==> config.mk <==
export PLATFORM = sky130hd
export DESIGN_NAME = imem_uart_loader
export DESIGN_NICKNAME = d
export VERILOG_FILES = /design/src/rtl/imem_uart_loader.sv
export SDC_FILE = /design/constraint.sdc
export NUM_CORES = 1
export LEC_CHECK = 0
export CAP_MARGIN = 20
export CORE_ASPECT_RATIO = 0.7
export CORE_MARGIN = 3
export CORE_UTILIZATION = 45
export CTS_CLUSTER_DIAMETER = 200
export DETAILED_ROUTE_END_ITERATION = 6
export PLACE_DENSITY = 0.76
export SLEW_MARGIN = 10
export SYNTH_ARGS = -nofsm -noshare
export SYNTH_HDL_FRONTEND = slang
export SYNTH_SLANG_ARGS = --single-unit
export TNS_END_PERCENT = 100
==> constraint.sdc <==
create_clock -name CLK -period 2.7 [get_ports CLK]
set_input_delay 0.675 -clock CLK [delete_from_list [all_inputs] [get_ports CLK]]
set_output_delay 0.675 -clock CLK [all_outputs]
set_load 0.05 [all_outputs]
==> src/rtl/imem_uart_loader.sv <==
// -----------------------------------------------------------------------------
// imem_uart_loader
//   Loads the instruction memory from a framed UART byte stream.
//   Frame format: SYNC_BYTE, N (word count), then 4*N data bytes, LSB first.
//   Each completed word is issued to the IMEM write port as a one-cycle pulse.
//   While a frame is being loaded, or after an error, the core is held and
//   the IMEM address is taken from the loader instead of the core PC.
//
//   Build option: define LOADER_CHECKSUM_EN to add a trailing checksum byte
//   (XOR of all data bytes, 8'h00 when N==0). A mismatch leaves the loader
//   in ERROR with the core still held.
//
// Ports
//   CLK            in   1   clock, all logic on posedge
//   reset          in   1   synchronous, active-high
//   rx_data        in   8   received UART byte
//   rx_valid       in   1   one-cycle strobe qualifying rx_data
//   pc             in   32  core PC (byte address)
//   imem_we        out  1   IMEM write enable
//   imem_a         out  32  IMEM address (loader address while held, else pc)
//   imem_wd        out  32  IMEM write data
//   core_hold      out  1   core is stalled / held in reset
//   busy           out  1   a frame is in progress
//   done           out  1   one-cycle pulse at successful frame end
//   err            out  1   sticky error flag, cleared by a new SYNC_BYTE
//   words_written  out  8   words written in the current/last frame
// -----------------------------------------------------------------------------
module imem_uart_loader #(
  parameter int         DEPTH       = 20,
  parameter logic [7:0] SYNC_BYTE   = 8'hA5,
  parameter int         TIMEOUT_CYC = 100000
) (
  input  logic        CLK,
  input  logic        reset,
  input  logic [7:0]  rx_data,
  input  logic        rx_valid,
  input  logic [31:0] pc,
  output logic        imem_we,
  output logic [31:0] imem_a,
  output logic [31:0] imem_wd,
  output logic        core_hold,
  output logic        busy,
  output logic        done,
  output logic        err,
  output logic [7:0]  words_written
);

  localparam int            TW      = $clog2(TIMEOUT_CYC + 1);
  localparam logic [7:0]    DEPTH_B = 8'(DEPTH);
  localparam logic [TW-1:0] TO_LAST = TW'(TIMEOUT_CYC - 1);

`ifdef LOADER_CHECKSUM_EN
  typedef enum logic [2:0] {S_IDLE, S_LEN, S_DATA, S_CHK, S_ERROR} state_t;
`else
  typedef enum logic [2:0] {S_IDLE, S_LEN, S_DATA, S_ERROR} state_t;
`endif

  state_t        state_reg;
  logic [7:0]    n_words_reg;
  logic [7:0]    word_idx_reg;      // words issued so far in this frame
  logic [1:0]    byte_cnt_reg;      // byte position inside the current word
  logic [TW-1:0] to_cnt_reg;        // idle cycles since the last accepted byte
  logic [31:0]   loader_addr_reg;
  logic [23:0]   asm_reg;           // lower three bytes of the word being built
`ifdef LOADER_CHECKSUM_EN
  logic [7:0]    chk_acc_reg;
`endif

  // A data byte is taken only while words are still outstanding; once the
  // last word has been issued the DATA state just closes the frame.
  logic       data_accept;
  logic [2:0] lane_hit;

  assign data_accept = (state_reg == S_DATA) && rx_valid &&
                       (word_idx_reg != n_words_reg);

  genvar gi;
  generate
    for (gi = 0; gi < 3; gi++) begin : g_lane
      assign lane_hit[gi] = data_accept && (byte_cnt_reg == 2'(gi));
    end
  endgenerate

  assign imem_a = core_hold ? loader_addr_reg : pc;

  always_ff @(posedge CLK) begin
    if (reset) begin
      state_reg       <= S_IDLE;
      n_words_reg     <= '0;
      word_idx_reg    <= '0;
      byte_cnt_reg    <= '0;
      to_cnt_reg      <= '0;
      loader_addr_reg <= '0;
      asm_reg         <= '0;
`ifdef LOADER_CHECKSUM_EN
      chk_acc_reg     <= '0;
`endif
      imem_we         <= 1'b0;
      imem_wd         <= '0;
      core_hold       <= 1'b0;
      busy            <= 1'b0;
      done            <= 1'b0;
      err             <= 1'b0;
      words_written   <= '0;
    end else begin
      imem_we <= 1'b0;
      done    <= 1'b0;

      for (int i = 0; i < 3; i++) begin
        if (lane_hit[i]) asm_reg[i*8 +: 8] <= rx_data;
      end

      case (state_reg)
        S_IDLE: begin
          if (rx_valid && rx_data == SYNC_BYTE) begin
            state_reg    <= S_LEN;
            core_hold    <= 1'b1;
            busy         <= 1'b1;
            to_cnt_reg   <= '0;
            byte_cnt_reg <= '0;
            word_idx_reg <= '0;
`ifdef LOADER_CHECKSUM_EN
            chk_acc_reg  <= '0;
`endif
          end
        end

        S_LEN: begin
          if (rx_valid) begin
            to_cnt_reg    <= '0;
            words_written <= '0;
            if (rx_data == 8'd0) begin
`ifdef LOADER_CHECKSUM_EN
              state_reg <= S_CHK;
`else
              state_reg <= S_IDLE;
              core_hold <= 1'b0;
              busy      <= 1'b0;
              done      <= 1'b1;
`endif
            end else if (rx_data > DEPTH_B) begin
              state_reg <= S_ERROR;
              err       <= 1'b1;
              busy      <= 1'b0;
            end else begin
              n_words_reg <= rx_data;
              state_reg   <= S_DATA;
            end
          end else if (to_cnt_reg == TO_LAST) begin
            state_reg <= S_ERROR;
            err       <= 1'b1;
            busy      <= 1'b0;
          end else begin
            to_cnt_reg <= to_cnt_reg + 1'b1;
          end
        end

        S_DATA: begin
          if (word_idx_reg == n_words_reg) begin
            // The final write pulse is high during this cycle; releasing the
            // core one edge later keeps imem_we inside the hold window.
            state_reg <= S_IDLE;
            core_hold <= 1'b0;
            busy      <= 1'b0;
            done      <= 1'b1;
          end else if (rx_valid) begin
            to_cnt_reg   <= '0;
            byte_cnt_reg <= byte_cnt_reg + 1'b1;
`ifdef LOADER_CHECKSUM_EN
            chk_acc_reg  <= chk_acc_reg ^ rx_data;
`endif
            if (byte_cnt_reg == 2'd3) begin
              imem_we         <= 1'b1;
              imem_wd         <= {rx_data, asm_reg};
              loader_addr_reg <= {22'd0, word_idx_reg, 2'b00};
              words_written   <= words_written + 1'b1;
              word_idx_reg    <= word_idx_reg + 1'b1;
`ifdef LOADER_CHECKSUM_EN
              if (word_idx_reg + 8'd1 == n_words_reg) state_reg <= S_CHK;
`endif
            end
          end else if (to_cnt_reg == TO_LAST) begin
            state_reg <= S_ERROR;
            err       <= 1'b1;
            busy      <= 1'b0;
          end else begin
            to_cnt_reg <= to_cnt_reg + 1'b1;
          end
        end

`ifdef LOADER_CHECKSUM_EN
        S_CHK: begin
          if (rx_valid) begin
            to_cnt_reg <= '0;
            if (rx_data == chk_acc_reg) begin
              state_reg <= S_IDLE;
              core_hold <= 1'b0;
              busy      <= 1'b0;
              done      <= 1'b1;
            end else begin
              state_reg <= S_ERROR;
              err       <= 1'b1;
              busy      <= 1'b0;
            end
          end else if (to_cnt_reg == TO_LAST) begin
            state_reg <= S_ERROR;
            err       <= 1'b1;
            busy      <= 1'b0;
          end else begin
            to_cnt_reg <= to_cnt_reg + 1'b1;
          end
        end
`endif

        S_ERROR: begin
          // Core stays held; only a fresh frame start leaves this state.
          if (rx_valid && rx_data == SYNC_BYTE) begin
            state_reg    <= S_LEN;
            err          <= 1'b0;
            busy         <= 1'b1;
            to_cnt_reg   <= '0;
            byte_cnt_reg <= '0;
            word_idx_reg <= '0;
`ifdef LOADER_CHECKSUM_EN
            chk_acc_reg  <= '0;
`endif
          end
        end

        default: state_reg <= S_IDLE;
      endcase
    end
  end

endmodule

==> out/qor.yml <==
status: "finished clean"
period_minus_slack_ns: 2.65
worstPathArrival_ns: 2.91
cp.required_ns: 2.96
busiest_layer: "met2"
period_share_pct: 98.1
row_count: 32
final_layout_size_suffix_gt1_share_pct: 17.7
start_util_pct: 46.6
critical_path_class: "input pin to flip-flop"
cts_tree: "yes"
syn_area_um2: 5190
crit_path_start_kind: "input pin"
routedWlPerCell_um: 15.8
first_pass_iters: 4
setup_viol: 0
grt-ovfl-total: 0
use_met1_pct: 31.3
vias: 5259
ys_warn_count: 0
wirelength_um: 15100
drt_iter0_markers: 484
antennaDiodeCount: 0
via_per_inst: 5.50
dieHeight_um: 95.8
root_buffer: "clkbuf_16"
synth_flop_cell: "dfxtp_1"
drc_errors: 0
rsz0062_at_grt: "false"
cp-end-kind: "flip-flop"
core_area_um2: 11100
cp_max_fo: 6
synth-edff-count: 0
ant_nets: 0
hpwl_um: 10800
grt_max_degree: 49
place_congestion: 0.876
async_flop_share_pct: 0
grt_first_pass_wirelength_um: 23800
finish.instance_area_um2: 7710
fin_tns_setup_ns: 0
yosysUniqueCellTypes: 59
worst-r2r-setup-slack_ns: 0.33
syn2layout_area_growth_pct: 48.7
slew_headroom_pct: 40.6
max_freq_mhz: 378
p_leak_uw: 0.00279
postCtsHoldBufs: 0
htree_levels: 4
clockBufferDepth: 2
postSynthCellCount: 644
antenna_found_initial: 0
port_buffers: 119
synth_nets: 694
grtUsageMet3_pct: 7.58
ys_ff_latch: 115
grt_usage_pct: 23.1
fillers: 854
cap_viol_max_count: 0
clk_pin_slew_ns: 0.06
first_global_vias: 4800
hold_viol: 0
hold_slack_ns: 0.450
ios: 120
worstSkewPairLatency_ns: 0.42
largest_reg_flops: 32
cellPowerDensity_nw_per_um2: 589
ys_seq_area_share_pct: 44.4
slew_viol_final: 0
worst_pin_slew_ns: 0.892
syn_area_per_cell_um2: 8.06
ir_drop_v: 0.000494
finalPower_uw: 4540
dieArea_um2: 12900
nets: 841
numClockSinks: 115
clock_skew_ns: 0.00911
hp-class: "flip-flop to flip-flop"
dieWidth_um: 134
dpl_cell_area_um2: 7010
cts_made_buffers: 17
met2_usage_pct: 35.7
[worst max-delay path, cell delays in order]
cell and delay (ns):
clkdlybuf4s50_1 0.42, or4_4 0.44, or3_4 0.43, a21oi_4 0.26
buf_4 0.19, and3_2 0.25, o211ai_1 0.10, nor3b_1 0.14
[placed cells by master (no fill, tap or decap), types with 8 or more instances in the layout]
cell type,n
a21oi_1,89
buf_12,28
buf_4,53
clkbuf_16,17
clkdlybuf4s50_1,82
dfxtp_1,115
mux2_2,8
nand2_1,131
nand3_1,47
nand4_1,8
nor2_1,33
nor2b_1,27
nor3_1,8
o21ai_0,18
or3_1,13
xor2_1,18
[path summary, 6_finish.rpt]
path                                    from                to  depth (start not counted)
worst min-delay path             imem_wd[23]       imem_wd[23]                          2
worst max-delay path              rx_data[1]     to_cnt_reg[9]                          8
worst max register to register  state_reg[2]  words_written[7]                          6
worst min register to register   imem_wd[23]       imem_wd[23]                          2
[stage by stage]
| stage | std cells | setup slack (ns) | util, % |
|---|---|---|---|
| floorplan | 644 | 0.00976 | - |
| global placement | 923 | -0.499 | 63.0 |
| detailed placement | 923 | -0.548 | 63.0 |
| CTS | 957 | 0.0232 | 69.2 |
| global route | 957 | 0.00591 | 69.3 |
| finish | 957 | 0.0512 | 69.3 |
[cell families after synthesis]
group | count (synthesis) | share of synthesized area, %
adder cells (fa/ha/maj) | 7 | 1.69
flip-flops | 115 | 44.4
buffers and inverters | 47 | 3.88
other | 1 | 0.0723
multiplexers | 14 | 2.89
AND/OR/NAND/NOR | 308 | 29.1
XOR/XNOR | 18 | 3.04
AO/OA/AOI/OAI | 134 | 14.9
[repair_timing]
action | 4_1_cts | 5_1_grt
gates resized for setup | 7 | 1
gates cloned | 0 | 0
setup endpoints to repair | 15 | 16
setup buffers | 2 | 0
pin swaps | 11 | 3
[where the power goes]
group	internal, µW	switching [µW]	leakage [µW]
combinational	183	206	0.00156
sequential	1700	5.51	0.000926
clock	1610	838	0.000311
[Yosys cell counts, types with 8 or more instances]
cell type / n / share of area, %
nor2b_1: 27 / 3.3
or3_1: 13 / 1.6
nor2_1: 33 / 2.4
nand2_1: 131 / 9.5
dfxtp_1: 115 / 44
a21oi_1: 89 / 8.6
o21ai_0: 18 / 1.7
mux2_2: 8 / 1.7
clkbuf_1: 35 / 2.5
nor3_1: 8 / 0.77
nand3_1: 47 / 4.5
xor2_1: 18 / 3.0
nand4_1: 8 / 0.96
[area by class of cell]
cell class	instances	area, µm²	area share, %
Timing Repair Buffer	169	1830	23.8
Sequential cell	115	2300	29.8
Tap cell	153	191	2.48
Clock inverter	13	196	2.55
Multi-Input combinational cell	482	2720	35.2
Clock buffer	19	453	5.87
Inverter	6	22.5	0.292
[routing by layer]
metal | vias to the layer above | wire [µm]
li1 | 2529 | -
met1 | 2480 | 6990
met2 | 232 | 6650
met3 | 18 | 1340
met4 | 0 | 140
met5 | - | 0
Power figures use the tool's default switching activity.
